[src/rtl/rv_run_ctrl_pkg.sv]
// rtl/rv_run_ctrl_pkg.sv - shared state encoding and halt opcode for the run controller
package rv_run_ctrl_pkg;

    typedef enum logic [1:0] {
        S_IDLE = 2'd0,
        S_RUN  = 2'd1,
        S_DONE = 2'd2
    } run_state_t;

    // jal x0,0 : the core spins on itself once the program has finished
    localparam logic [31:0] HALT_OPCODE = 32'h0000_006F;

endpackage

[src/rtl/rv_run_ctrl.sv]
// rtl/rv_run_ctrl.sv - run controller: host preload/inspect of core BRAMs, core release, halt/timeout detect
module rv_run_ctrl
    import rv_run_ctrl_pkg::*;
#(
    parameter int          AW         = 32,
    parameter logic [31:0] HALT_INSTR = HALT_OPCODE,
    parameter int unsigned MAX_CYCLES = 1000000
) (
    input  logic          clk,
    input  logic          rst_n,
    input  logic          host_start,
    input  logic          host_abort,
    input  logic          host_clear,
    input  logic          host_sel,
    input  logic          host_wr_en,
    input  logic          host_rd_en,
    input  logic [AW-1:0] host_addr,
    input  logic [31:0]   host_wdata,
    output logic [31:0]   host_rdata,
    output logic          host_rvalid,
    output logic          busy,
    output logic          done,
    output logic          timeout,
    output logic [31:0]   cycle_count,
    output logic          core_rst_n,
    input  logic [31:0]   core_imem_addr,
    output logic [31:0]   core_imem_rdata,
    input  logic [31:0]   core_dmem_addr,
    input  logic [31:0]   core_dmem_wdata,
    input  logic [3:0]    core_dmem_we,
    output logic [31:0]   core_dmem_rdata,
    output logic [31:0]   imem_addr,
    output logic [31:0]   imem_wdata,
    output logic [3:0]    imem_we,
    output logic          imem_en,
    input  logic [31:0]   imem_rdata,
    output logic [31:0]   dmem_addr,
    output logic [31:0]   dmem_wdata,
    output logic [3:0]    dmem_we,
    output logic          dmem_en,
    input  logic [31:0]   dmem_rdata
);

    localparam bit          TO_EN   = (MAX_CYCLES != 0);
    localparam logic [31:0] TO_LAST = TO_EN ? 32'(MAX_CYCLES - 1) : 32'd0;

    run_state_t  state_q, state_d;
    logic        core_rst_n_q, core_rst_n_d;
    logic        timeout_q, timeout_d;
    logic [31:0] count_q, count_d;
    logic        rvalid_q, rvalid_d;
    logic        rsel_q, rsel_d;

    logic        halt_hit;
    logic        to_hit;
    logic        host_own;
    logic [31:0] host_addr32;

    assign host_addr32 = 32'(host_addr);
    assign host_own    = (state_q != S_RUN);
    assign halt_hit    = core_rst_n_q && (imem_rdata == HALT_INSTR);
    assign to_hit      = TO_EN && (count_q == TO_LAST);

    always_comb begin
        state_d   = state_q;
        timeout_d = timeout_q;
        count_d   = count_q;
        case (state_q)
            S_IDLE: begin
                if (host_start) begin
                    state_d   = S_RUN;
                    count_d   = 32'd0;
                    timeout_d = 1'b0;
                end
            end
            S_RUN: begin
                if (count_q != 32'hFFFF_FFFF) begin
                    count_d = count_q + 32'd1;
                end
                // halt wins a same-cycle tie with the timeout limit
                if (halt_hit) begin
                    state_d   = S_DONE;
                    timeout_d = 1'b0;
                end else if (to_hit) begin
                    state_d   = S_DONE;
                    timeout_d = 1'b1;
                end
            end
            S_DONE: begin
                if (host_clear) begin
                    state_d   = S_IDLE;
                    timeout_d = 1'b0;
                end
            end
            default: state_d = S_IDLE;
        endcase
        if (host_abort) begin
            state_d   = S_IDLE;
            timeout_d = 1'b0;
            count_d   = count_q;
        end
        core_rst_n_d = (state_d == S_RUN);
        rvalid_d     = host_rd_en && host_own;
        rsel_d       = host_sel;
    end

    always_ff @(posedge clk or negedge rst_n) begin
        if (!rst_n) begin
            state_q      <= S_IDLE;
            core_rst_n_q <= 1'b0;
            timeout_q    <= 1'b0;
            count_q      <= 32'd0;
            rvalid_q     <= 1'b0;
            rsel_q       <= 1'b0;
        end else begin
            state_q      <= state_d;
            core_rst_n_q <= core_rst_n_d;
            timeout_q    <= timeout_d;
            count_q      <= count_d;
            rvalid_q     <= rvalid_d;
            rsel_q       <= rsel_d;
        end
    end

    // BRAM port B mux: the core owns both memories only while running
    always_comb begin
        imem_en = 1'b1;
        dmem_en = 1'b1;
        if (host_own) begin
            imem_addr  = host_addr32;
            imem_wdata = host_wdata;
            imem_we    = {4{host_wr_en && !host_sel}};
            dmem_addr  = host_addr32;
            dmem_wdata = host_wdata;
            dmem_we    = {4{host_wr_en && host_sel}};
        end else begin
            imem_addr  = core_imem_addr;
            imem_wdata = 32'd0;
            imem_we    = 4'd0;
            dmem_addr  = core_dmem_addr;
            dmem_wdata = core_dmem_wdata;
            dmem_we    = core_dmem_we;
        end
    end

    assign core_imem_rdata = imem_rdata;
    assign core_dmem_rdata = dmem_rdata;
    assign host_rvalid     = rvalid_q;
    assign host_rdata      = rvalid_q ? (rsel_q ? dmem_rdata : imem_rdata) : 32'd0;
    assign busy            = (state_q == S_RUN);
    assign done            = (state_q == S_DONE);
    assign timeout         = timeout_q;
    assign cycle_count     = count_q;
    assign core_rst_n      = core_rst_n_q;

endmodule
[config.mk]
export PLATFORM = sky130hd
export DESIGN_NAME = rv_run_ctrl
export DESIGN_NICKNAME = d
export VERILOG_FILES = /design/src/rtl/rv_run_ctrl_pkg.sv /design/src/rtl/rv_run_ctrl.sv
export SDC_FILE = /design/constraint.sdc
export NUM_CORES = 1
export LEC_CHECK = 0
export CAP_MARGIN = 30
export CORE_AREA = 3 3 198 200
export DETAILED_ROUTE_END_ITERATION = 10
export DIE_AREA = 0 0 201 203
export GPL_TIMING_DRIVEN = 0
export HOLD_SLACK_MARGIN = 0.05
export PLACE_DENSITY = 0.48
export REMOVE_ABC_BUFFERS = 1
export SETUP_SLACK_MARGIN = 0.1
export SYNTH_ARGS = -nofsm -noshare
export SYNTH_HDL_FRONTEND = slang
export SYNTH_SLANG_ARGS = --single-unit
[constraint.sdc]
create_clock -name clk -period 6.2 [get_ports clk]
set_input_delay 0.62 -clock clk [delete_from_list [all_inputs] [get_ports clk]]
set_output_delay 0.62 -clock clk [all_outputs]
set_load 0.01 [all_outputs]
# Word level (Yosys, flattened, before mapping)
# Index checks and enable logic that the tools add are counted.
[word_totals]
output_inout_bits = 271
word_cells = 53
ff_bits = 38
[op_classes]
bitwise_logic = 1
n_addsub = 1
n_eq_ne = 12
muxes = 23
n_reduce_logical = 10
[op_table]
columns = ["operator", "count"]
rows = [
  ["$mux 32", 8],
  ["$pmux 32 s2", 1],
  ["$add 32x1->32 const B", 1],
  ["$eq 32x20->1 const B", 1],
  ["$eq 32x7->1 const B", 1],
  ["$ne 32x32->1 const B", 1],
  ["$mux 2", 5],
  ["$mux 4", 2],
  ["$reduce_and 4->1", 2],
  ["$ne 3x3->1 const B", 2],
  ["$pmux 2 s3", 1],
  ["$mux 1", 5],
  ["$eq 2x1->1 const B", 2],
  ["$logic_and 1x1->1", 4],
  ["$ne 2x1->1 const B", 2],
  ["$ne 4x2->1 const B", 1],
  ["$reduce_bool 4->1", 1],
  ["$pmux 1 s3", 1],
  ["$eq 2x2->1 const B", 1],
  ["$logic_not 2->1", 1],
  ["$ne 2x2->1 const B", 1],
  ["$reduce_bool 2->1", 1],
  ["$logic_not 1->1", 1],
  ["$not 1->1", 1],
]

# Depth between registers and ports, before layout
[logic_depth]
word_depth = 6
depth_mapped = 7
ltp_nobuf = 6

# Least setup slack after synthesis
# OpenSTA, ideal clock, no wires.
[synth_path]
path_type = "register to register"
start = "register count_q[22] (netlist: cycle_count[22])"
end = "register count_q[0] (netlist: cycle_count[0])"
n_path_buf = 0
required_ns = 6.075
path_slack_ns = 3.970
period_less_slack_ns = 2.230
path_stages_with_launch = 6
setup_time_ns = 0.125
t_arrival_ns = 2.105
path_cell_list = "dfrtp_1 > nand4_2 > or4_4 > or4_4 > nand2_1 > mux2_2"
[synth_via]
elab_chain_len = 3
[synth_rtl]
columns = ["element", "line", "rtl"]
rows = [
  ["from (decl)", "rv_run_ctrl.sv:50", "logic [31:0] count_q, count_d;"],
  ["from (signal assigned)", "rv_run_ctrl.sv:119", "count_q <= count_d;"],
  ["$ne 32x32->1", "rv_run_ctrl.sv:77", "if (count_q != 32'hFFFF_FFFF) begin"],
  ["$ne 2x1->1 (no line)", "--", ""],
  ["$reduce_and 4->1 (no line)", "--", ""],
]
# No other way between the ends.
# A chain may end at the register's enable or synchronous reset.

# Final worst setup path
[layout_path]
start = "register state_q[1]"
end = "output dmem_addr[23]"
[layout_via]
elab_chain_len = 2
[layout_rtl]
columns = ["element", "line", "rtl"]
rows = [
  ["from (decl)", "rv_run_ctrl.sv:47", "run_state_t state_q, state_d;"],
  ["from (signal assigned)", "rv_run_ctrl.sv:116", "state_q <= state_d;"],
  ["$ne 2x1->1", "rv_run_ctrl.sv:60", "assign host_own = (state_q != S_RUN);"],
  ["$mux 32", "rv_run_ctrl.sv:129", "if (host_own) begin"],
  ["to (decl)", "rv_run_ctrl.sv:37", "output logic [31:0] dmem_addr,"],
]
# No other way between the ends.

==> summary.txt <==
Status
  • Status: complete, no violations

Power and ir drop
  • VDD IR max: 0.0886 mV
  • Combinational fraction of design power: 60.1%
  • Pwr dens: 134 nW/um2
  • Sw Ratio: 35.1%
  • Leak pwr: 3.98 nW
  • Switch Pwr: 465 uW
  • Sequential power share: 19.7%
  • Int Pwr: 858 uW
  • Clk pwr share: 20.2%

Logic synthesis
  • Yosys warns: 0
  • Dominant cell by count in the synthesized netlist: nand2_1
  • Post-synthesis cell count: 650
  • Synthesized area per cell: 6.95 um2
  • Post-synth cell types: 49
  • Mux share of post-synthesis cell area: 7.56%
  • Ys async rst share: 100%
  • Yosys top cell by area: dfrtp_1
  • Synth area leaders: dfrtp_1 21%, nand2_1 16%, buf_4 12%
  • Fraction of the mapped netlist area in adder cells: 0.277%
  • Top cells by count, synth: 189 x nand2_1, 70 x buf_4, 38 x dfrtp_1
  • Seq/Total Area, Yosys: 21.0%
  • Synth Area in Simple Gates: 42.4%
  • Post-synth top area share: 21.0%
  • Post-Syn Area: 4520 um2
  • Synth Area in Compound Gates: 13.8%
  • Largest family of logic cells by synthesized area: simple AND/OR/NAND/NOR gates
  • Most common flop cell mapped by yosys: dfrtp_1
  • Synthesis-stage register bit count: 38
  • Post-synth EDFFs: 0
  • Post-Synth XOR/XNOR Area: 0%

Timing
  • Max Freq: 272 MHz
  • Fin. Hold Viols: 0
  • Slew headroom: 43.6%
  • Post-layout minimum cycle time: 3680 ps
  • Final setup margin: 2520 ps
  • RSZ-0062 raised after global routing: false
  • Worst hold slack: 180 ps
  • Clock skew: 8.93 ps
  • Worst-margin pin slew: 845 ps
  • Final worst-path cycle share: 59.4%
  • Setup violators final: 0
  • Max-slew violation count: 0

Global routing
  • Number of global-route vias before repair: 6321
  • Pin count of the biggest net entering global routing: 82
  • Remaining Overflow, GRT: 0
  • Wire length of the first global-routing pass: 44.6 mm
  • Initial antenna violation count: 0
  • Global Route Usage Sum: 14.5%

Worst setup path
  • CP Depth: 6
  • CP delay by family, top: buffers and inverters
  • Setup crit start kind: register
  • Most common cell on crit path: nand2_1
  • Req. time, crit path: 5580 ps
  • Arrival time at the worst endpoint: 3060 ps
  • Reg-to-Reg End: cycle_count[22]$_DFFE_PN0P_
  • Buf+Inv Stages, Crit Path: 3
  • Crit path from: state_q[1]$_DFF_PN0_
  • Max stage delay on crit path: 560 ps
  • Critical path class: reg -> out
  • CP Capture Type: output port
  • Worst reg2reg setup slack: 3160 ps
  • R2R depth: 6
  • Crit path max fanout: 81
  • FF-to-FF Start: state_q[1]$_DFF_PN0_
  • CP max-delay cell: nand2b_4
  • CP cell instances: nand2b_4, inv_4, buf_16, nand2_1, nand2_1, clkdlybuf4s50_1

Routing
  • Wirelength per Cell: 20.2 um
  • Starting DRC count in detailed routing: 331
  • ANT nets after route: 0
  • DR pass1 iterations: 5
  • Vias per cell: 3.99
  • DRC viols: 0
  • Routed WL: 31.9 mm
  • Vias: 6306

Clocking
  • Postcts setup bufs: 0
  • CTS tree: done
  • Clock Path Buffers: 2
  • Post-CTS Hold Buffers: 0
  • Root Driver: clkbuf_16
  • Worst-Skew Late Latency: 290 ps
  • CTS resizes: 0
  • CTS H-Tree Depth: 2
  • CTS Buf Count: 5
  • CTS clk-pin slew, worst paths: 60 ps
  • CTS sink count: 38

Floorplan
  • Core box area: 37600 um2
  • Io pins: 507
  • Number of cell rows: 71
  • Die area: 40800 um2
  • Starting Density: 12.0%
  • Die width: 201 um
  • Die H: 203 um

Final layout
  • Area of the multi-input gates: 2920 um2
  • Fin cells: 1579
  • Area Growth Syn to Fin: 118%
  • Sequential cell area: 952 um2
  • Final net count: 1304
  • Layout cell share with drive strength beyond 1: 3.18%
  • N_diodes: 0
  • Fillers: 4143

Placement
  • Post-DP HPWL: 27.1 mm
  • Inst Count DP: 1571
  • Count of input and output buffers: 504
  • Placer Congestion: 0.842
  • Pre-CTS setup slack: 2760 ps

Min path
  • Hold Crit Class: in -> async

Run
  • Max-Cap Viols: 0
==> state kept, by name (all words and copies together), names as in the netlist <==
register	count
rsel_q	1
core_rst_n	1
cycle_count	32
timeout	1
host_rvalid	1
state_q	2
==> placed cells by master (no fill, tap or decap), types with 3 or more instances in the layout <==
cell             netlist  routed
a21o_1                32      32
nand3_1               17      17
or4_1                 17      17
nor3_1                 9       9
o21a_1                 3       3
and4_1                 4       4
nand3b_1               3       3
nor2b_1               33      33
and3_1                 3       3
nand2_1              189     189
inv_1                  3       3
o21ai_0               11      11
and2_1                33      33
clkdlybuf4s50_1        0     503
dfrtp_1               38      37
nor2_1                11      11
clkbuf_16              0       5
a21oi_1               27      27
mux2i_1               33      33
o31ai_1               15      15
nor4_1                12      12
nand4_1               14      14
or3_1                 10      10
==> power groups by stage <==
stage	logic, mW	registers (mW)	clock network [mW]
after detailed placement	0.809	0.265	0
after global placement	0.795	0.274	0
after floorplan	0.218	0.270	0
final	0.796	0.260	0.267
after CTS	0.814	0.261	0.272
after global routing	0.849	0.261	0.282
==> worst reg2reg max path, stage by stage, from the launching register on <==
cell and delay, ps:
dfrtp_1 450, nand2b_4 560, inv_4 520, nand4_1 330
o211ai_1 760, o21ai_0 210, a21oi_1 150
==> through the flow <==
| step | area (um2) | total power [mW] | util, % | TNS, ps |
|---|---|---|---|---|
| finish | 9840 | 1.32 | 26.2 | 0 |
| global route | 9840 | 1.39 | 26.2 | 0 |
| CTS | 9840 | 1.35 | 26.2 | 0 |
| detailed placement | 9690 | 1.07 | 25.8 | 0 |
| global placement | 9550 | 1.07 | 25.4 | -22940 |
| floorplan | 3870 | 0.488 | - | 0 |
==> layer usage <==
metal  up-vias  routed length, um  global-route usage (%)
li1       3022                  -                       -
met1      2939              12200                    16.6
met2       330              17100                    27.9
met3        15               2320                    3.51
met4         0                266                    1.63
met5         -                  0                       0
==> cells by family (layout without fill, tap and decap cells) <==
| group | after synthesis | after routing |
|---|---|---|
| AO/OA/AOI/OAI | 95 | 95 |
| adder cells (fa/ha/maj) | 1 | 1 |
| buffers and inverters | 107 | 524 |
| flip-flops | 38 | 38 |
| multiplexers | 34 | 34 |
| other | 1 | 2 |
| AND/OR/NAND/NOR | 374 | 374 |
==> layout make-up <==
| cell class | count | share of cell area [%] |
|---|---|---|
| clock buffer | 6 | 1.41 |
| clock inverter | 2 | 0.127 |
| inverter | 4 | 0.178 |
| multi-input combinational | 506 | 29.6 |
| sequential | 38 | 9.67 |
| tap | 511 | 6.49 |
| timing repair buffer | 512 | 52.5 |
==> worst max path at each step <==
stage	slack [ps]	endpoint
finish	2520	dmem_addr[23]
floorplan	2300	cycle_count[24]$_DFFE_PN0P_
detailed placement	2760	dmem_addr[23]
global route	2300	imem_addr[1]
global placement	-600	cycle_count[28]$_DFFE_PN0P_
CTS	2430	dmem_addr[23]
No activity file was read; power rests on OpenSTA's default activity.
